File: config.mk
export PLATFORM = sky130hd
export DESIGN_NAME = snake_dir_ctrl
export DESIGN_NICKNAME = d
export VERILOG_FILES = /design/src/rtl/snake_dir_ctrl.sv
export SDC_FILE = /design/constraint.sdc
export NUM_CORES = 1
export LEC_CHECK = 0
export ABC_CLOCK_PERIOD_IN_PS = 3400
export BUFFER_PORTS_ARGS = -buffer_cell sky130_fd_sc_hd__buf_2
export CAP_MARGIN = 20
export CORE_MARGIN = 1.5
export CORE_UTILIZATION = 26
export DETAILED_ROUTE_END_ITERATION = 12
export PLACE_DENSITY = 0.51
export SYNTH_ARGS = -nofsm -noshare
export SYNTH_HDL_FRONTEND = slang
export SYNTH_SLANG_ARGS = --single-unit
File: constraint.sdc
create_clock -name Clk -period 3.4 [get_ports Clk]
set_input_delay 0.17 -clock Clk [delete_from_list [all_inputs] [get_ports Clk]]
set_output_delay 0.17 -clock Clk [all_outputs]
set_load 0.05 [all_outputs]
File: src/rtl/snake_dir_ctrl.sv
// Snake heading controller: turns debounced key pulses into a heading and a pause state.
// Valid turns are queued and applied one per game step, so quick double presses are kept.
module snake_dir_ctrl #(
    parameter int         QDEPTH  = 2,
    parameter logic [1:0] RST_DIR = 2'b11
) (
    input  logic       Clk,
    input  logic       Rst,
    input  logic       key_up_flag,
    input  logic       key_down_flag,
    input  logic       key_left_flag,
    input  logic       key_right_flag,
    input  logic       key_pause_flag,
    input  logic       step_tick,
    input  logic       game_over,
    output logic [1:0] dir,
    output logic       paused,
    output logic       turn_strobe,
    output logic [2:0] q_count
);

    localparam int            PW    = (QDEPTH > 1) ? $clog2(QDEPTH) : 1;
    localparam logic [PW-1:0] LAST  = PW'(QDEPTH - 1);
    localparam logic [2:0]    QFULL = 3'(QDEPTH);

    logic [1:0]    mem_q [QDEPTH];
    logic [PW-1:0] wr_ptr_q, wr_ptr_d;
    logic [PW-1:0] rd_ptr_q, rd_ptr_d;
    logic [2:0]    cnt_q, cnt_d;
    logic [1:0]    dir_q, dir_d;
    logic          paused_q, paused_d;
    logic          strobe_q, strobe_d;

    logic          cand_vld;
    logic [1:0]    cand;
    logic [PW-1:0] tail_ptr;
    logic [1:0]    ref_dir;
    logic          pause_tgl;
    logic          flush;
    logic          pop;
    logic          push;

    function automatic logic [PW-1:0] next_ptr(input logic [PW-1:0] p);
        return (p == LAST) ? '0 : p + PW'(1);
    endfunction

    always_comb begin
        cand_vld = key_up_flag | key_down_flag | key_left_flag | key_right_flag;
        if (key_up_flag)        cand = 2'b00;
        else if (key_down_flag) cand = 2'b01;
        else if (key_left_flag) cand = 2'b10;
        else                    cand = 2'b11;

        // Validate against the newest queued turn so chained presses stay legal.
        tail_ptr = (wr_ptr_q == '0) ? LAST : wr_ptr_q - PW'(1);
        ref_dir  = (cnt_q != 3'd0) ? mem_q[tail_ptr] : dir_q;

        pause_tgl = key_pause_flag & ~game_over;
        flush     = game_over | (pause_tgl & ~paused_q);
        pop       = step_tick & ~paused_q & ~game_over & ~pause_tgl & (cnt_q != 3'd0);
        push      = cand_vld & ~paused_q & ~flush
                  & (cand != ref_dir) & (cand != (ref_dir ^ 2'b01))
                  & ((cnt_q != QFULL) | pop);

        wr_ptr_d = wr_ptr_q;
        rd_ptr_d = rd_ptr_q;
        cnt_d    = cnt_q;
        if (flush) begin
            wr_ptr_d = '0;
            rd_ptr_d = '0;
            cnt_d    = 3'd0;
        end else begin
            if (push) wr_ptr_d = next_ptr(wr_ptr_q);
            if (pop)  rd_ptr_d = next_ptr(rd_ptr_q);
            cnt_d = cnt_q + 3'(push) - 3'(pop);
        end

        dir_d    = pop ? mem_q[rd_ptr_q] : dir_q;
        strobe_d = pop;
        paused_d = game_over ? 1'b0 : (paused_q ^ key_pause_flag);
    end

    always_ff @(posedge Clk) begin
        if (Rst) begin
            wr_ptr_q <= '0;
            rd_ptr_q <= '0;
            cnt_q    <= 3'd0;
            dir_q    <= RST_DIR;
            paused_q <= 1'b0;
            strobe_q <= 1'b0;
        end else begin
            wr_ptr_q <= wr_ptr_d;
            rd_ptr_q <= rd_ptr_d;
            cnt_q    <= cnt_d;
            dir_q    <= dir_d;
            paused_q <= paused_d;
            strobe_q <= strobe_d;
        end
    end

    // Queue storage carries data only; occupancy is tracked by cnt_q.
    always_ff @(posedge Clk) begin
        if (push) mem_q[wr_ptr_q] <= cand;
    end

    assign dir         = dir_q;
    assign paused      = paused_q;
    assign turn_strobe = strobe_q;
    assign q_count     = cnt_q;

endmodule
## After elaboration in Yosys (flattened, before gate mapping)

Memory sizes are Yosys's and may differ from the RTL's. A register that Yosys moved wholly into a read port is not among the register bits.
Cells that the tools add are included.

| word-level totals | value |
|---|---|
| memories | 1 |
| logic and storage cells | 48 |
| bits of input ports | 9 |
| flip-flop bits (word level) | 7 |
| bits in writable memories | 4 |
| output and inout bits | 7 |

Memories:

| memory | depth | width | rd ports | clocked after Yosys merged registers in | wr ports | RTL line | source |
|---|---|---|---|---|---|---|---|
| mem_q | 2 | 2 | 2 | 1 | 1 | 26 | `logic [1:0] mem_q [QDEPTH];` |

| cells by class | value |
|---|---|
| equality and inequality tests | 3 |
| muxes and demuxes | 9 |
| add/subtract/negate cells | 5 |
| bitwise operators | 22 |
| reduce and logical (&&, ||, !) cells | 3 |

Operator list:

| operator | count |
|---|---|
| 1-bit bitwise AND | 11 |
| 1-bit 2-to-1 mux | 6 |
| 2-bit 2-to-1 mux | 3 |
| 1-bit NOT | 5 |
| 1-bit bitwise OR | 5 |
| 2-bit inequality test | 2 |
| 2-bit OR reduction | 2 |
| 3-bit by 1-bit adder with 3-bit output | 1 |
| 3-bit by 2-bit inequality test with 1-bit output, second input constant | 1 |
| 3-bit nonzero test | 1 |
| 3-bit by 1-bit subtractor with 3-bit output | 1 |
| 1-bit adder, second input constant | 2 |
| 1-bit subtractor, second input constant | 1 |
| 1-bit bitwise XOR | 1 |

## Depth between registers and ports, before layout

| depth | value |
|---|---|
| depth in word-level cells | 11 |
| gate-level depth with buffers | 10 |
| depth with buffers taken out | 10 |

## Worst setup path after synthesis

No wires, ideal clock.

| timing path | value |
|---|---|
| path type | flip-flop to flip-flop |
| from | register paused_q, in the netlist paused |
| to | register cnt_q[2], in the netlist q_count[2] |
| required time | 3285 ps |
| cell stages (with the launch flop) | 11 |
| library setup time | 115 ps |
| clock period less this slack | 2804 ps |
| path buffers | 0 |
| arrival | 2689 ps |
| path slack | 596 ps |
| path through | dfxtp_1 or3_1 nor4b_2 mux2i_2 ha_1 inv_1 ha_1 fa_1 xor2_1 xnor2_1 and2_1 |

| on the way | value |
|---|---|
| word-level cells in the longest chain between the ends | 10 |
| elaborated cells on any way between the ends | 17 |
| classes of those cells | add/sub: 2; bitwise: 14; reduce/logical: 1 |

RTL lines:

| item | RTL line | source |
|---|---|---|
| start, declared | 31 | `logic paused_q, paused_d;` |
| start signal, assigned | 96 | `paused_q <= paused_d;` |
| 1-bit NOT * | 59, 60, 61 |  |
| 1-bit bitwise AND | 59 | `flush = game_over \| (pause_tgl & ~paused_q);` |
| 1-bit bitwise OR | 59 |  |
| 1-bit NOT | 61 | `push = cand_vld & ~paused_q & ~flush` |
| 1-bit bitwise AND | 61 |  |
| 1-bit bitwise AND (2 in a row) | 62 | `& (cand != ref_dir) & (cand != (ref_dir ^ 2'b01))` |
| 1-bit bitwise AND | 63 | `& ((cnt_q != QFULL) \| pop);` |
| 3-bit by 1-bit adder with 3-bit output | 75 | `cnt_d = cnt_q + 3'(push) - 3'(pop);` |
| 3-bit by 1-bit subtractor with 3-bit output | 75 |  |
| end signal, assigned | 94 | `cnt_q <= cnt_d;` |
| end, declared | 29 | `logic [2:0] cnt_q, cnt_d;` |

Every way passes the cells marked *; elsewhere a longest branch is shown, timed or not.
A chain may end at the register's enable or synchronous reset.

## Final worst setup path

Ends and elaborated chain as after synthesis.

==> qor.csv <==
metric;value;unit
Skew-Pair Late Insertion Delay;270;ps
commonest non-fill, non-tap cell in the layout;buf_2;
Simple-Gate Fraction of Synth Area;21.5;%
worst-case reg-to-reg path depth;10;
Least-Margin Pin Slew;772;ps
Synth Register Bits;13;
hold buffer count at CTS;0;
# IOs;16;
vias in the first global route;433;
Hold Startpoint;game_over;
Clock Skews;6.40;ps
Max Fclk;0.376;GHz
Max Buffers Root-to-Sink;2;
DRT Pass-1 Iters;4;
HP Class;primary input to register;
Yosys warning count;0;
endpoints failing hold;0;
Post-CTS Setup Inserts;0;
die area;2750;sq um
post-synthesis compound-gate area fraction;3.54;%
Die H;52.4;um
unrepaired setup endpoints after global routing;false;
r2r startpoint;paused$_SDFF_PP0_;
remaining antenna violation count;0;
min cycle time layout;2660;ps
FP Rows;17;
Congestion Overflow GR;0;
Via density;4.34;
required time worst endpoint;3580;ps
Initial Util;28.2;%
fin worst setup slack;740;ps
GP Congestion;0.617;
post-CTS sizing;0;
Core ar.;2250;sq um
final period utilization;78.2;%
Critical Path Source Type;register;
largest net degree at the start of global routing;8;
DIE WIDTH;52.4;um
TritonCTS clock tree;yes;
first-pass GRT wire length;1.84;mm
IO Port Bufs;15;
drt first-iter violations;10;
Crit Path Max Fanout;5;
reg-to-reg endpoint;q_count[2]$_SDFF_PP0_;
PwrDens;369;nW/um^2
XOR/XNOR share of the synthesized area;5.51;%
TNS Setup;0;ps
Num CTS Buffers;3;
Place WS;733;ps
Area Overhead vs Synth;21.5;%
Residual DRC;0;
Hold Path End;paused$_SDFF_PP0_;
H-Tree Depth;1;
CTS Root Cell;clkbuf_4;
Antenna Cells;0;
# Max-Cap Violations;0;
mux cell area share after synthesis;12.2;%
r2r setup slk;740;ps
share of cells above drive strength 1;30.3;%
critical path endpoint category;register;
initial antenna violation count;0;
largest family of logic cells by synthesized area;simple AND/OR/NAND/NOR gates;
Worst Hold Depth;2;
nets;89;
Slew HR;48.1;%
commonest non-fill, non-tap cells in the layout;buf_2 (15), dfxtp_1 (9), nor2_1 (6), inv_1 (5);
clock transition at the registers of the reported paths;80;ps
Clock Sink Count;13;
Worst Path Arrival;2840;ps
WL per Instance;11.0;um
Syn Std Cell Area;636;sq um
total track usage;9.99;%
via count;451;
hpwl dp;902;um
Mean Syn Cell Area;11.2;sq um
syn nets;69;
Synth Area in Adders;7.09;%
share of the yosys chip area belonging to registers;47.2;%
setup violators final;0;
worst-case vdd ir drop;0.112;mV
status;finished, final reports clean;
library cells used by synthesis;24;
Post-Syn Instances;57;
Slew Limit Fails;0;
P_leak;0.000321;uW
Setup Crit Path Kind;register to register;
Routed WL;1.14;mm
[per-layer routing]
metal / vias to the layer above / share of wire [%] / GRT usage [%] / wire, um
met5: - / 0 / 0 / 0
met4: 0 / 2.4 / 10.3 / 27
met3: 2 / 5.8 / 2.86 / 66
met2: 11 / 48 / 15.4 / 549
met1: 205 / 44 / 10.4 / 497
li1: 233 / - / - / -
[power by group]
group	switching (uW)	total, uW	internal [uW]
sequential	1.82	164	162
combinational	15.2	26.1	10.9
clock	49.1	94.5	45.4
[flip-flops by register name, summed over array words and instances, names as in the netlist]
signal and flops:
dir 2, rd_ptr_q 1, mem_q 4, paused 1
turn_strobe 1, wr_ptr_q 1, q_count 3
[how the worst max path moves through the flow]
stage,startpoint,to,cells after the start
floorplan,paused$_SDFF_PP0_,q_count[2]$_SDFF_PP0_,10
CTS,paused$_SDFF_PP0_,q_count[2]$_SDFF_PP0_,10
finish,paused$_SDFF_PP0_,q_count[2]$_SDFF_PP0_,10
detailed placement,paused$_SDFF_PP0_,q_count[2]$_SDFF_PP0_,10
global route,paused$_SDFF_PP0_,q_count[2]$_SDFF_PP0_,10
global placement,paused$_SDFF_PP0_,q_count[2]$_SDFF_PP0_,10
[area by class of cell]
type	count	area, sq um
Sequential cell	13	300
Timing Repair Buffer	15	75.1
Clock buffer	4	26.3
Fill cell	248	1480
Multi-Input combinational cell	39	317
Inverter	5	18.8
Tap cell	28	35.0
[logic make-up (layout without fill, tap and decap cells)]
group | after synthesis | in the layout
AO/OA/AOI/OAI | 3 | 3
AND/OR/NAND/NOR | 23 | 23
XOR/XNOR | 4 | 4
adder cells (fa/ha/maj) | 3 | 3
multiplexers | 6 | 6
flip-flops | 13 | 13
buffers and inverters | 5 | 24
[synth_stat cells]
| cell type | count | area share [%] |
|---|---|---|
| mux2i_4 | 1 | 3.5 |
| or3_1 | 1 | 0.98 |
| nor4b_1 | 1 | 1.4 |
| a21oi_1 | 1 | 0.79 |
| nor2b_1 | 2 | 2.0 |
| or3_4 | 1 | 1.8 |
| a211o_1 | 2 | 2.8 |
| dfxtp_1 | 9 | 28 |
| mux2i_2 | 1 | 2.2 |
| mux2i_1 | 3 | 4.7 |
| nor4b_2 | 1 | 2.4 |
| fa_1 | 1 | 3.1 |
| nand2_1 | 1 | 0.59 |
| ha_1 | 2 | 3.9 |
| xor2_1 | 1 | 1.4 |
| nand2b_1 | 1 | 0.98 |
| edfxtp_1 | 4 | 19 |
| mux2_2 | 1 | 1.8 |
| and2_1 | 4 | 3.9 |
| nor3_1 | 4 | 3.1 |
| xnor2_1 | 3 | 4.1 |
| nand3_1 | 1 | 0.79 |
| inv_1 | 5 | 3.0 |
| nor2_1 | 6 | 3.5 |
[metrics by stage]
| step | util, % | hold WS (ps) | area, sq um | cells | total power, uW |
|---|---|---|---|---|---|
| after detailed placement | 33.1 | 389 | 746 | 100 | 194 |
| after CTS | 34.2 | 86.6 | 772 | 104 | 291 |
| after floorplan | - | 242 | 636 | 57 | 183 |
| after global routing | 34.2 | 86.2 | 772 | 104 | 304 |
| after global placement | 33.1 | 381 | 746 | 100 | 193 |
| final | 34.2 | 97.7 | 772 | 104 | 285 |
[critical path, stage by stage, from the launching register on]
cell	delay (ps)
dfxtp_1	350
or3_1	420
nor4b_2	310
mux2i_2	150
ha_1	300
inv_1	40
ha_1	180
fa_1	380
xor2_1	160
xnor2_1	120
and2_1	150
Power figures use the tool's default switching activity.
